`config.mk`:
```
export PLATFORM = sky130hd
export DESIGN_NAME = eth_rx_hdr_parser
export DESIGN_NICKNAME = d
export VERILOG_FILES = /design/src/rtl/eth_rx_pkg.sv /design/src/rtl/eth_pl_realign.sv /design/src/rtl/eth_rx_hdr_parser.sv
export SDC_FILE = /design/constraint.sdc
export NUM_CORES = 1
export LEC_CHECK = 0
export CORE_ASPECT_RATIO = 0.7
export CORE_UTILIZATION = 50
export CTS_BUF_LIST = sky130_fd_sc_hd__clkbuf_16
export DETAILED_ROUTE_END_ITERATION = 10
export GPL_TIMING_DRIVEN = 0
export PLACE_DENSITY_LB_ADDON = 0.08
export SYNTH_ARGS = -nofsm -noshare
export SYNTH_HDL_FRONTEND = slang
export SYNTH_SLANG_ARGS = --single-unit
```
`constraint.sdc`:
```
create_clock -name clk -period 6.1 [get_ports clk]
set_input_delay 0.61 -clock clk [delete_from_list [all_inputs] [get_ports clk]]
set_output_delay 0.61 -clock clk [all_outputs]
set_load 0.02 [all_outputs]
```
`src/rtl/eth_rx_pkg.sv`:
```
// Shared types, constants and helpers for the Ethernet receive header parser.
// Holds the parser state enum, header word indices and byte-count helpers.
package eth_rx_pkg;

    typedef enum logic [2:0] {
        S_W0    = 3'd0,
        S_W1    = 3'd1,
        S_W2    = 3'd2,
        S_W3    = 3'd3,
        S_PL    = 3'd4,
        S_FLUSH = 3'd5
    } state_e;

    localparam int HDR_BYTES = 14;

    localparam logic [1:0] W_DMAC_HI = 2'd0;
    localparam logic [1:0] W_MAC_MID = 2'd1;
    localparam logic [1:0] W_SMAC_LO = 2'd2;
    localparam logic [1:0] W_ETYPE   = 2'd3;

    // Byte count of a contiguous MSB-first keep mask.
    function automatic logic [2:0] keep_pop(input logic [3:0] k);
        logic [2:0] n;
        n = 3'd0;
        for (int i = 0; i < 4; i++) begin
            n = n + {2'b00, k[i]};
        end
        return n;
    endfunction

    function automatic logic [15:0] sat_add(input logic [15:0] a,
                                            input logic [2:0]  b);
        logic [16:0] s;
        s = {1'b0, a} + {14'd0, b};
        return s[16] ? 16'hFFFF : s[15:0];
    endfunction

endpackage

```
`src/rtl/eth_pl_realign.sv`:
```
// Payload realigner: shifts the payload by the 16-bit header offset.
// Ports: ld_i/pl_i/flush_i controls from the parser FSM, data/keep/last in,
// registered AXI-Stream-like payload word out.
module eth_pl_realign
    import eth_rx_pkg::*;
(
    input  logic        clk,
    input  logic        rst,
    input  logic        ld_i,
    input  logic        pl_i,
    input  logic        flush_i,
    input  logic [31:0] data_i,
    input  logic [3:0]  keep_i,
    input  logic        last_i,
    output logic [31:0] pl_data_o,
    output logic [3:0]  pl_keep_o,
    output logic        pl_valid_o,
    output logic        pl_last_o
);

    logic [15:0] res_q, res_d;
    logic [1:0]  res_cnt_q, res_cnt_d;
    logic [31:0] data_q, data_d;
    logic [3:0]  keep_q, keep_d;
    logic        vld_q, vld_d;
    logic        lst_q, lst_d;
    logic [3:0]  k;

    always_comb begin
        k         = last_i ? keep_i : 4'hF;
        res_d     = res_q;
        res_cnt_d = res_cnt_q;
        data_d    = data_q;
        keep_d    = keep_q;
        vld_d     = 1'b0;
        lst_d     = 1'b0;
        if (flush_i) begin
            data_d    = {res_q, 16'h0000};
            keep_d    = {res_cnt_q != 2'd0, res_cnt_q == 2'd2, 2'b00};
            vld_d     = 1'b1;
            lst_d     = 1'b1;
            res_cnt_d = 2'd0;
        end else if (ld_i || pl_i) begin
            res_d     = data_i[15:0];
            // popcount of the low half of a contiguous keep
            res_cnt_d = {k[1] & k[0], k[1] ^ k[0]};
            if (pl_i) begin
                data_d = {res_q, data_i[31:16]};
                keep_d = {2'b11, k[3], k[2]};
                vld_d  = 1'b1;
                // a residue left behind means a flush word follows
                lst_d  = ~k[1];
            end
        end
    end

    always_ff @(posedge clk) begin
        if (rst) begin
            res_q     <= 16'h0000;
            res_cnt_q <= 2'd0;
            data_q    <= 32'h0;
            keep_q    <= 4'h0;
            vld_q     <= 1'b0;
            lst_q     <= 1'b0;
        end else begin
            res_q     <= res_d;
            res_cnt_q <= res_cnt_d;
            data_q    <= data_d;
            keep_q    <= keep_d;
            vld_q     <= vld_d;
            lst_q     <= lst_d;
        end
    end

    assign pl_data_o  = data_q;
    assign pl_keep_o  = keep_q;
    assign pl_valid_o = vld_q;
    assign pl_last_o  = lst_q;

endmodule

```
`src/rtl/eth_rx_hdr_parser.sv`:
```
// Ethernet receive header parser: extracts MACs/EtherType, counts bytes.
// Ports: 32-bit MSB-first frame stream in, header fields, realigned payload
// stream and end-of-frame status (byte count, runt, oversize) out.
module eth_rx_hdr_parser
    import eth_rx_pkg::*;
#(
    parameter int MAX_FRAME_BYTES = 1518,
    parameter int MIN_FRAME_BYTES = 60
) (
    input  logic        clk,
    input  logic        rst,
    input  logic [31:0] i_rx_data,
    input  logic [3:0]  i_rx_tkeep,
    input  logic        i_rxd_tvalid,
    input  logic        i_rx_tlast,
    output logic        o_rx_tready,
    output logic [47:0] o_dest_mac,
    output logic [47:0] o_src_mac,
    output logic [15:0] o_ether_type,
    output logic        o_hdr_valid,
    output logic [31:0] o_pl_data,
    output logic [3:0]  o_pl_tkeep,
    output logic        o_pl_tvalid,
    output logic        o_pl_tlast,
    output logic        o_frame_done,
    output logic [15:0] o_byte_count,
    output logic        o_err_runt,
    output logic        o_err_oversize
);

    localparam logic [15:0] MIN_B = 16'(MIN_FRAME_BYTES);
    localparam logic [15:0] MAX_B = 16'(MAX_FRAME_BYTES);
    localparam logic [15:0] HDR_B = 16'(HDR_BYTES);

    state_e      state_q, state_d;
    logic [15:0] cnt_q, cnt_d;
    logic [47:0] sh_dmac_q, sh_dmac_d;
    logic [47:0] sh_smac_q, sh_smac_d;
    logic [47:0] dmac_q, dmac_d;
    logic [47:0] smac_q, smac_d;
    logic [15:0] etype_q, etype_d;
    logic        hdr_vld_q, hdr_vld_d;
    logic        done_q, done_d;
    logic [15:0] bc_q, bc_d;
    logic        runt_q, runt_d;
    logic        over_q, over_d;

    logic        acc;
    logic [2:0]  inc;
    logic [15:0] cnt_fin;
    logic [15:0] fin_val;
    logic        fin;
    logic        early;

    assign o_rx_tready = (state_q != S_FLUSH);
    assign acc         = i_rxd_tvalid & o_rx_tready;
    assign inc         = i_rx_tlast ? keep_pop(i_rx_tkeep) : 3'd4;
    assign cnt_fin     = sat_add((state_q == S_W0) ? 16'h0 : cnt_q, inc);

    always_comb begin
        state_d   = state_q;
        cnt_d     = cnt_q;
        sh_dmac_d = sh_dmac_q;
        sh_smac_d = sh_smac_q;
        dmac_d    = dmac_q;
        smac_d    = smac_q;
        etype_d   = etype_q;
        hdr_vld_d = 1'b0;
        done_d    = 1'b0;
        bc_d      = bc_q;
        runt_d    = runt_q;
        over_d    = over_q;
        fin       = 1'b0;
        fin_val   = cnt_fin;
        early     = 1'b0;
        if (state_q == S_FLUSH) begin
            state_d = S_W0;
            fin     = 1'b1;
            fin_val = cnt_q;
        end else if (acc) begin
            cnt_d = cnt_fin;
            // header words land in shadows so outputs hold until the pulse
            if (!state_q[2]) begin
                case (state_q[1:0])
                    W_DMAC_HI: sh_dmac_d[47:16] = i_rx_data;
                    W_MAC_MID: begin
                        sh_dmac_d[15:0]  = i_rx_data[31:16];
                        sh_smac_d[47:32] = i_rx_data[15:0];
                    end
                    W_SMAC_LO: sh_smac_d[31:0] = i_rx_data;
                    W_ETYPE: begin
                        dmac_d    = sh_dmac_q;
                        smac_d    = sh_smac_q;
                        etype_d   = i_rx_data[31:16];
                        hdr_vld_d = 1'b1;
                    end
                    default: ;
                endcase
            end
            case (state_q)
                S_W0:    state_d = S_W1;
                S_W1:    state_d = S_W2;
                S_W2:    state_d = S_W3;
                S_W3:    state_d = S_PL;
                S_PL:    state_d = S_PL;
                default: state_d = S_W0;
            endcase
            if (i_rx_tlast) begin
                early = !state_q[2] && (state_q != S_W3);
                if ((state_q == S_W3 || state_q == S_PL) && i_rx_tkeep[1]) begin
                    state_d = S_FLUSH;
                end else begin
                    state_d = S_W0;
                    fin     = 1'b1;
                end
            end
        end
        if (fin) begin
            done_d = 1'b1;
            bc_d   = fin_val;
            runt_d = (fin_val < MIN_B) || (fin_val < HDR_B) || early;
            over_d = (fin_val > MAX_B);
        end
    end

    always_ff @(posedge clk) begin
        if (rst) begin
            state_q   <= S_W0;
            cnt_q     <= 16'h0;
            sh_dmac_q <= 48'h0;
            sh_smac_q <= 48'h0;
            dmac_q    <= 48'h0;
            smac_q    <= 48'h0;
            etype_q   <= 16'h0;
            hdr_vld_q <= 1'b0;
            done_q    <= 1'b0;
            bc_q      <= 16'h0;
            runt_q    <= 1'b0;
            over_q    <= 1'b0;
        end else begin
            state_q   <= state_d;
            cnt_q     <= cnt_d;
            sh_dmac_q <= sh_dmac_d;
            sh_smac_q <= sh_smac_d;
            dmac_q    <= dmac_d;
            smac_q    <= smac_d;
            etype_q   <= etype_d;
            hdr_vld_q <= hdr_vld_d;
            done_q    <= done_d;
            bc_q      <= bc_d;
            runt_q    <= runt_d;
            over_q    <= over_d;
        end
    end

    eth_pl_realign u_realign (
        .clk       (clk),
        .rst       (rst),
        .ld_i      (acc && state_q == S_W3),
        .pl_i      (acc && state_q == S_PL),
        .flush_i   (state_q == S_FLUSH),
        .data_i    (i_rx_data),
        .keep_i    (i_rx_tkeep),
        .last_i    (i_rx_tlast),
        .pl_data_o (o_pl_data),
        .pl_keep_o (o_pl_tkeep),
        .pl_valid_o(o_pl_tvalid),
        .pl_last_o (o_pl_tlast)
    );

    assign o_dest_mac     = dmac_q;
    assign o_src_mac      = smac_q;
    assign o_ether_type   = etype_q;
    assign o_hdr_valid    = hdr_vld_q;
    assign o_frame_done   = done_q;
    assign o_byte_count   = bc_q;
    assign o_err_runt     = runt_q;
    assign o_err_oversize = over_q;

endmodule

```
Yosys cells after proc, flatten, opt, wreduce, memory -nomap -nowiden. Index checks and enable logic that the tools add are counted.

Add/sub/neg operators: 4. Magnitude comparators: 3. Equality and inequality tests: 11. Mux-type cells: 29. Bitwise logic cells: 7. Reduce and logical (&&, ||, !) cells: 25.

Operator list (number): $mux 32 (3); $mux 16 (3); $add 16x3->17 (1); $gt 16x11->1 const B (1); $lt 16x4->1 const B (1); $lt 16x6->1 const B (1); $mux 4 (4); $reduce_and 4->1 (4); $mux 1 (15); $pmux 3 s4 (1); $mux 3 (3); $reduce_and 2->1 (4); $eq 2x2->1 const B (3); $eq 3x2->1 const B (2); $eq 3x3->1 const B (2); $reduce_bool 2->1 (3); $logic_and 1x1->1 (4); $logic_or 1x1->1 (4); $not 1->1 (4); $reduce_or 2->1 (2); $reduce_or 4->1 (1); $add 2x1->3 (1); $add 3x1->3 (1); $eq 3x1->1 const B (1); 9 further kinds (10).

Register bits after elaboration: 303. Input bits: 40. Output and inout bits: 171. Logic and storage cells: 101.

Longest topological paths before layout. Gate-level depths: netlist (run 1).

Depth in word-level cells: 10. Mapped depth: 15. Depth with buffers taken out: 12.

Modules after synthesis. Synthesis (run 1) repeated with hierarchy kept, for this count alone.

Cells, all modules: 1484. Area, all modules: 11970.2 µm².

By module, submodules not included: eth_rx_hdr_parser (instances 1, cells an instance 1253, area each 9683.0 µm², sequential area each 4944.7 µm²); eth_pl_realign (instances 1, cells an instance 231, area each 2287.2 µm², sequential area each 1121.1 µm²).

Worst setup path after synthesis (run 1). Ideal clock, no wire load.

Path kind: input -> register. Start: input i_rx_tkeep[0]. End: register over_q, in the netlist o_err_oversize. Library setup time: 0.092 ns. Arrival time: 3.620 ns. Required time: 6.008 ns. Setup slack: 2.388 ns. Stages on the path: 12. Buffers on the path: 0. Cells stage by stage: fa_1 -> ha_1 -> ha_1 -> and2_1 -> ha_1 -> a211o_1 -> nand3_1 -> or4_1 -> and3_1 -> a221o_1 -> o31a_1 -> o32ai_1.

Word-level cells in the longest chain between the ends: 8.

Ends and longest elaborated chain: from (decl) (line eth_rx_hdr_parser.sv:13) `input logic [3:0] i_rx_tkeep,`; $add 1x1->2 (line eth_rx_pkg.sv:26) `n = n + {2'b00, k[i]};`; $add 2x1->3 (line eth_rx_pkg.sv:26); $add 3x1->3 (line eth_rx_pkg.sv:26); $mux 3 (line eth_rx_hdr_parser.sv:57) `assign inc = i_rx_tlast ? keep_pop(i_rx_tkeep) : 3'd4;`; $add 16x3->17 (line eth_rx_pkg.sv:34) `s = {1'b0, a} + {14'd0, b};`; $mux 16 (line eth_rx_pkg.sv:35) `return s[16] ? 16'hFFFF : s[15:0];`; $mux 16 (line eth_rx_hdr_parser.sv:76) `if (state_q == S_FLUSH) begin`; $gt 16x11->1 (line eth_rx_hdr_parser.sv:122) `over_d = (fin_val > MAX_B);`; to (signal assigned) (line eth_rx_hdr_parser.sv:152) `over_q <= over_d;`; to (decl) (line eth_rx_hdr_parser.sv:46) `logic over_q, over_d;`.

Every way passes these cells. A chain may end at the register's enable or synchronous reset.

Final worst setup path (run 1).
Start: register state_q[0]. End: register over_q, in the netlist o_err_oversize.

Word-level cells in the longest chain between the ends: 7. Elaborated cells between the ends (all ways): 17. Classes of those cells: 1 x add/sub; 1 x order compare; 4 x eq/ne; 7 x mux; 1 x bitwise; 3 x reduce/logical.

Ends and longest elaborated chain: from (decl) (line eth_rx_hdr_parser.sv:35) `state_e state_q, state_d;`; from (signal assigned) (line eth_rx_hdr_parser.sv:141) `state_q <= state_d;`; parallel branches: the longest is 7 deep, another holds $add 16x3->17.

Parallel ways; which one is timed is not known.

==> parameters.txt, run 1 <==
Parameter                              Value

Clock network
  Post-CTS sizing ... 0
  # H-tree levels ... 1
  Clock-pin slew of the registers on the worst-case setup and hold paths ... 60 ps
  Number of sinks handled by clock tree synthesis ... 303
  Clock Latency Late Sink ... 550 ps
  CTS Buf Count ... 29
  Buffers inserted during post-CTS setup optimization ... 0
  Number of buffers inserted by hold repair at cts ... 0
  Maximum clock insertion buffer count ... 3
  Clock Root Buffer ... clkbuf_16
  Clock tree from TritonCTS ... built

Detailed routing
  Sum of routed wire segments on met1 ... 18.1 mm
  Amount of wire on met2 after detailed routing ... 16.0 mm
  Total DRC errors in the routed layout ... 0
  Vias after detailed routing ... 11500
  Violation count after the first detailed-routing iteration ... 1043
  First drt pass iteration count ... 5
  Via density ... 5.56
  Detailed-route wire length ... 38.4 mm
  Wire length per cell ... 18.6 um
  Met3 wire len ... 3.59 mm
  Top metal layer carrying routed signals ... met5
  Antenna violation net count after detailed routing ... 0

Cells and area
  Share of cells above drive strength 1 ... 3.31%
  Final standard cell area without fillers ... 14900 um^2
  Antenna Diode Count ... 0
  Number of nets at the end of the flow ... 1781
  Number of inserted filler cells in the final layout ... 2042
  Synthesis-to-layout area growth ... 28.6%
  Count of placed standard cells in the final layout, fillers left out ... 2064

Power and ir drop
  Switching share of total power ... 24.1%
  Static leakage ... 4.95 nW
  Net Sw Power ... 0.931 mW
  Internal power contribution ... 2.94 mW
  Power density of the placed cells ... 260 nW/um^2
  VDD IR-drop max ... 0.000198 V
  Sequential Power Share ... 52.3%
  Proportion of power drawn by the clock network ... 41.8%
  Part of the total power dissipated in combinational logic ... 6.0%

Critical path
  Biggest fanout along the worst timing path ... 10
  Kind of start point of the critical path ... register
  Endpoint class of the critical path ... register
  Endpoint required time on the critical path ... 6550 ps
  Category of the most critical setup path ... reg -> reg
  Data arrival time of the critical path ... 5150 ps

Synth
  Avg Synthesized Cell Area ... 7.76 um^2
  Number of nets in the synthesized netlist ... 1541
  Area share of the largest cell type after synthesis ... 52.4%
  Commonest register cell after synthesis ... dfxtp_1
  Number of enable-type register cells in the synthesized netlist ... 0
  Cell taking the most area after synthesis ... dfxtp_1
  Synth warnings ... 0
  Top area cells in the synthesized netlist ... dfxtp_1 (52%), nand2_1 (18%), a21oi_1 (13%)
  Sequential element share of the synthesized area ... 52.4%
  Synth Cell Area ... 11600 um^2
  Syn Inst Count ... 1493
  Library cells used by synthesis ... 65
  Share of synthesized registers carrying an async set or reset ... 0%
  Number of synthesized register bits ... 303

Global routing
  Total congestion overflow ... 0
  Overall routing resource usage ... 31.4%
  Pin count of the biggest net entering global routing ... 15
  Antenna violations before repair ... 1
  Vias in the first global route ... 10100
  Global-route wire length before repair ... 57.3 mm

STA
  Setup TNS Final ... 0 ps
  Number of max-slew violations in the final report ... 0
  Unrepaired setup endpoints after global routing ... false
  F_max ... 213 MHz
  Clock skew after layout ... 13.1 ps
  Hold Slack ... 450 ps
  Setup Viol. Count Final ... 0
  Share of the clock period used by the worst path ... 77.1%
  Slew @ Worst Pin ... 1070 ps
  Fin crit period ... 4700 ps
  Number of hold-slack violations in the final timing report ... 0
  Worst slew margin relative to its limit ... 27.4%

Place
  Number of cells in the design after placement ... 2014
  Final weighted congestion in routability-driven placement ... 0.936
  Port bufs ... 209
  Cell area after placement ... 14100 um^2
  Post-DP HPWL ... 27.7 mm

Floorplanning
  Area of the die ... 23800 um^2
  Width of the chip ... 184 um
  Effective utilization at floorplan ... 51.1%
  DIE HEIGHT ... 129 um
  Core Region ... 22700 um^2
  Number of top-level pins ... 211
  Row cnt ... 46

Flow run
  Number of maximum-capacitance violations ... 0

Min path
  Class of the most critical hold timing path ... reg -> reg

Run status
  Run status ... finished, final reports clean
## power by group through the flow
stage                     Clock (mW)  Sequential (mW)  Combinational [mW]
final                           1.62             2.02               0.231
after global routing            1.71             2.02               0.249
after CTS                       1.63             2.02               0.227
after detailed placement           0             2.06               0.225
after global placement             0             2.06               0.222
after floorplan                    0             2.07               0.113
## area by class of cell
type                            count  area [um^2]  area share (%)
Inverter                            8         31.3           0.210
Tap cell                          312          390            2.62
Multi-Input combinational cell   1070         5050            33.9
Timing Repair Buffer              209         2090            14.1
Buffer                            112          435            2.92
Sequential cell                   303         6070            40.7
Clock inverter                     21          100           0.672
Clock buffer                       29          726            4.87
## flip-flops by register name, summed over array words and instances, names as in the netlist, 2 cells and up
name / flops
sh_dmac_q: 48
sh_smac_q: 48
o_byte_count: 16
o_dest_mac: 48
u_realign.pl_data_o: 32
state_q: 3
u_realign.res_cnt_q: 2
o_src_mac: 48
u_realign.res_q: 16
u_realign.pl_keep_o: 4
o_ether_type: 16
cnt_q: 16
## path summary, 6_finish.rpt
kind	startpoint	endpoint	slack [ps]	cells after the start
setup reg to reg	state_q[0]$_SDFFE_PP0P_	o_err_oversize$_SDFFE_PP0P_	1400	14
hold / removal	sh_dmac_q[1]$_SDFFE_PP0P_	o_dest_mac[1]$_SDFFE_PP0P_	450	2
hold reg to reg	sh_dmac_q[1]$_SDFFE_PP0P_	o_dest_mac[1]$_SDFFE_PP0P_	450	2
setup / recovery	state_q[0]$_SDFFE_PP0P_	o_err_oversize$_SDFFE_PP0P_	1400	14
## kinds of logic (layout without fill, tap and decap cells)
| family | after synthesis | in the layout | share of synthesized area [%] |
|---|---|---|---|
| mux | 8 | 8 | 0.713 |
| fa+ha+maj | 8 | 8 | 0.994 |
| simple gates | 672 | 672 | 23.6 |
| buf+inv | 120 | 379 | 4.03 |
| flops | 303 | 303 | 52.4 |
| compound gates | 381 | 381 | 18.2 |
| xor+xnor | 1 | 1 | 0.0757 |
## Yosys cell counts, drive strengths merged (10+ instances only)
master  instances
nand2         546
dfxtp         303
a21oi         297
clkbuf        102
nor2           46
o21ai          21
a211oi         15
nor3           13
nand3          12
and2           11
buf            10
## metal layers
| metal | track usage [%] | vias to the layer above |
|---|---|---|
| met5 | 0 | - |
| met1 | 47.6 | 5441 |
| met2 | 46.2 | 522 |
| met3 | 5.59 | 57 |
| met4 | 6.76 | 2 |
| li1 | - | 5459 |
## through the flow
| step | utilization (%) | total power, mW | setup slack [ps] |
|---|---|---|---|
| CTS | 65.6 | 3.87 | 1530 |
| global placement | 62.0 | 2.29 | 1100 |
| finish | 65.6 | 3.87 | 1400 |
| detailed placement | 62.0 | 2.29 | 1160 |
| floorplan | - | 2.18 | 2390 |
| global route | 65.6 | 3.98 | 1150 |
## critical path, stage by stage, from the launching register on
cell,delay (ps)
dfxtp_1,300
buf_2,190
or3_1,230
clkbuf_1,480
clkbuf_1,470
and2_1,210
ha_1,220
fa_1,260
a21oi_1,140
nor3_1,500
nand2_1,420
a21oi_1,520
a21boi_0,160
o31a_1,270
o32ai_1,240
## layout by cell type (no fill, tap or decap), drive strengths merged, types with 3 or more instances in the layout
cell type | synthesis | layout
mux2i | 6 | 6
nor2b | 3 | 3
nand2 | 546 | 546
buf | 10 | 10
clkbuf | 102 | 131
or3 | 3 | 3
nor3b | 4 | 4
o211ai | 3 | 3
nand2b | 6 | 6
ha | 6 | 6
a22oi | 3 | 3
nor3 | 13 | 13
nand4 | 6 | 6
nor4 | 3 | 3
o21ai | 21 | 21
dfxtp | 303 | 303
o21a | 4 | 4
and4 | 3 | 3
clkinv | 2 | 18
nand3 | 12 | 12
clkdlybuf4s50 | 0 | 209
inv | 6 | 11
and3 | 5 | 5
and2 | 11 | 11
a21oi | 297 | 297
a21o | 3 | 3
nor4b | 4 | 4
a211oi | 15 | 15
nor2 | 46 | 46
a31oi | 4 | 4
Note: power is estimated with default switching activity, not from simulation.
==> run 2, diff against run 1 <==
--- a/config.mk
+++ b/config.mk
@@ -6,7 +6,7 @@
 export NUM_CORES = 1
 export LEC_CHECK = 0
 export CORE_ASPECT_RATIO = 0.7
-export CORE_UTILIZATION = 50
+export CORE_UTILIZATION = 47
 export CTS_BUF_LIST = sky130_fd_sc_hd__clkbuf_16
 export DETAILED_ROUTE_END_ITERATION = 10
 export GPL_TIMING_DRIVEN = 0
==> constraint.sdc (replaced) <==
create_clock -name clk -period 3.9 [get_ports clk]
set_input_delay 0.39 -clock clk [delete_from_list [all_inputs] [get_ports clk]]
set_output_delay 0.39 -clock clk [all_outputs]
set_load 0.02 [all_outputs]
==> parameters.txt, run 2 (synthesis results as in run 1) <==
Parameter                              Value

Critical path
  RR Startpoint ... state_q[0]$_SDFFE_PP0P_
  Endpoint class of the critical path ... register
  Kind of start point of the critical path ... register
  Endpoint required time on the critical path ... 4310 ps (-2240 ps)
  Endpoint of the most critical register-to-register path ... o_err_runt$_SDFFE_PP0P_
  Data arrival time of the critical path ... 4230 ps (-920 ps)
  Depth of the worst register-to-register path ... 12 (-2)
  Crit-path cells ... buf_2 > or3_4 > buf_2 > and2_1 > ha_1 > fa_2 > xor2_1 > o211ai_1 > a2bb2oi_1 > or3b_2 > nand4_1 > a21oi_1
  Max stage delay on crit path ... 510 ps (about the same)
  Crit path launch ... state_q[0]$_SDFFE_PP0P_
  Crit path max-delay cell type ... xor2_1
  Category of the most critical setup path ... reg -> reg
  Internal reg-to-reg setup slack ... 80 ps (-1310 ps)
  Biggest fanout along the worst timing path ... 10 (unchanged)
  Critical Path Most Common Cell ... buf_2
  End point of the critical path ... o_err_runt$_SDFFE_PP0P_

Detailed routing
  Vias after detailed routing ... 11500 (+0.39%)
  Total DRC errors in the routed layout ... 0 (unchanged)
  Violation count after the first detailed-routing iteration ... 1083 (+3.8%)
  First drt pass iteration count ... 5 (unchanged)
  Antenna violation net count after detailed routing ... 0 (unchanged)
  Wire length per cell ... 18.6 um (+0.29%)
  Via density ... 5.57 (about the same)
  Detailed-route wire length ... 38.6 mm (+0.63%)

Place
  Port bufs ... 209 (unchanged)
  Post-DP HPWL ... 27.8 mm (+0.42%)
  Cell area after placement ... 14100 um^2 (about the same)
  Worst Setup Slack post-DPL ... -954 ps (-2120 ps)
  Number of cells in the design after placement ... 2020 (+0.30%)
  Final weighted congestion in routability-driven placement ... 0.939 (+0.31%)

Global routing
  Antenna violations before repair ... 0 (-1)
  Total congestion overflow ... 0 (unchanged)
  Vias in the first global route ... 10400 (+3.5%)
  Overall routing resource usage ... 30.0% (-1.4 points)
  Global-route wire length before repair ... 59.3 mm (+3.4%)
  Pin count of the biggest net entering global routing ... 14 (-1)

Cells and area
  Most frequent cells in the layout ... nand2_1 (543), dfxtp_1 (303), a21oi_1 (295)
  Final standard cell area without fillers ... 15100 um^2 (+1.2%)
  Count of placed standard cells in the final layout, fillers left out ... 2071 (+0.34%)
  Most common library cell in the layout ignoring fill and taps ... nand2_1
  Number of inserted filler cells in the final layout ... 2147 (+5.1%)
  Synthesis-to-layout area growth ... 30.1%
  Share of cells above drive strength 1 ... 4.28% (+0.97 points)
  Number of nets at the end of the flow ... 1787 (+0.34%)

Power and ir drop
  Static leakage ... 5.03 nW (+1.7%)
  Power density of the placed cells ... 414 nW/um^2 (+59%)
  VDD IR-drop max ... 0.000305 V (+54%)

STA
  Worst slew margin relative to its limit ... 29.3% (+1.9 points)
  Clock skew after layout ... 18.9 ps (+5.77 ps)
  Hold Slack ... 340 ps (-110 ps)
  Setup TNS Final ... 0 ps (unchanged)
  Share of the clock period used by the worst path ... 97.8% (+21 points)
  Slew @ Worst Pin ... 1050 ps (-28.4 ps)
  Fin crit period ... 3820 ps (-889 ps)
  F_max ... 262 MHz (+23%)
  Number of max-slew violations in the final report ... 0 (unchanged)
  Final worst-path setup slack ... 83.9 ps (-1310 ps)
  Setup Viol. Count Final ... 0 (unchanged)
  Number of hold-slack violations in the final timing report ... 0 (unchanged)
  Unrepaired setup endpoints after global routing ... false

Clock network
  Clock-pin slew of the registers on the worst-case setup and hold paths ... 70 ps (about the same)
  # H-tree levels ... 1 (unchanged)
  Clock tree from TritonCTS ... built
  Maximum clock insertion buffer count ... 3 (unchanged)
  Clock Latency Late Sink ... 550 ps (about the same)
  CTS Buf Count ... 29 (unchanged)
  Clock Root Buffer ... clkbuf_16
  Number of sinks handled by clock tree synthesis ... 303 (unchanged)

Floorplanning
  Number of top-level pins ... 211 (unchanged)
  DIE HEIGHT ... 133 um (+3.1%)
  Width of the chip ... 190 um (+3.1%)
  Area of the die ... 25300 um^2 (+6.3%)
  Row cnt ... 47 (+2.2%)
  Effective utilization at floorplan ... 48.4% (-2.7 points)
  Core Region ... 23900 um^2 (+5.5%)

Flow run
  Number of maximum-capacitance violations ... 0 (unchanged)

Min path
  Class of the most critical hold timing path ... in -> reg

Run status
  Run status ... finished, final reports clean
==> run 2: cell types whose count changed in the layout (fill, tap and decap cells not counted), sizes merged <==
cell,previous run,this run
inv,11,12
buf,10,18
clkdlybuf4s50,209,207
dlygate4sd2,0,1
dlymetal6s2s,0,1
diode,0,1
clkbuf,131,129
bufinv,0,3
clkinv,18,8
==> run 2: layout make-up <==
cell class | count | area (um^2) | area share [%]
Clock buffer | 29 | 726 | 4.82
Inverter | 8 | 31.3 | 0.208
Buffer | 111 | 434 | 2.88
Multi-Input combinational cell | 1070 | 5120 | 34.0
Antenna cell | 1 | 2.50 | 0.0166
Tap cell | 318 | 398 | 2.64
Sequential cell | 303 | 6070 | 40.3
Clock inverter | 15 | 141 | 0.939
Timing Repair Buffer | 216 | 2150 | 14.2
==> run 2: report_power, final <==
| part | switching, mW | internal (mW) | total (mW) | leakage (nW) |
|---|---|---|---|---|
| registers | 0.0254 | 3.14 | 3.16 | 2.45 |
| logic | 0.252 | 0.119 | 0.372 | 2.14 |
| clock network | 1.17 | 1.52 | 2.69 | 0.446 |
| total | 1.45 | 4.78 | 6.23 | 5.03 |
==> run 2: layer usage <==
layer / share of wire, % / up-vias / track usage (%)
met3: 9.0 / 55 / 4.74
met5: 0 / - / 0
met4: 1.8 / 0 / 5.65
met1: 48 / 5493 / 46.5
li1: - / 5466 / -
met2: 41 / 512 / 43.5
==> run 2: worst max-delay path: cells and delay by family (launching register included) <==
family | cells | cell delay, ps
flops | 1 | 300
buf+inv | 2 | 390
xor+xnor | 1 | 510
compound gates | 3 | 590
simple gates | 4 | 1250
fa+ha+maj | 2 | 630
==> run 2: worst min-delay path by stage <==
stage / to / slack [ps] / cells past startpoint / startpoint
detailed placement: o_dest_mac[40]$_SDFFE_PP0P_ / 440 / 2 / sh_dmac_q[40]$_SDFFE_PP0P_
floorplan: u_realign.res_q[0]$_SDFFE_PP0P_ / 430 / 2 / u_realign.res_q[0]$_SDFFE_PP0P_
global placement: o_src_mac[8]$_SDFFE_PP0P_ / 440 / 2 / sh_smac_q[8]$_SDFFE_PP0P_
global route: o_err_runt$_SDFFE_PP0P_ / 350 / 3 / rst
finish: o_err_runt$_SDFFE_PP0P_ / 340 / 3 / rst
CTS: o_err_runt$_SDFFE_PP0P_ / 330 / 3 / rst
==> run 2: what timing repair did <==
item                                    CTS  global route
pin swaps                                 0             5
setup buffers                             0             7
endpoints found under the setup margin   18             2
hold buffers                              0             0
gates resized for setup                  12            12
==> run 2: through the flow <==
stage                     util (%)  power (mW)
after floorplan                  -        3.41
after global placement        58.8        3.58
after detailed placement      58.8        3.58
after CTS                     62.6        6.22
after global routing          62.9        6.40
final                         62.9        6.23
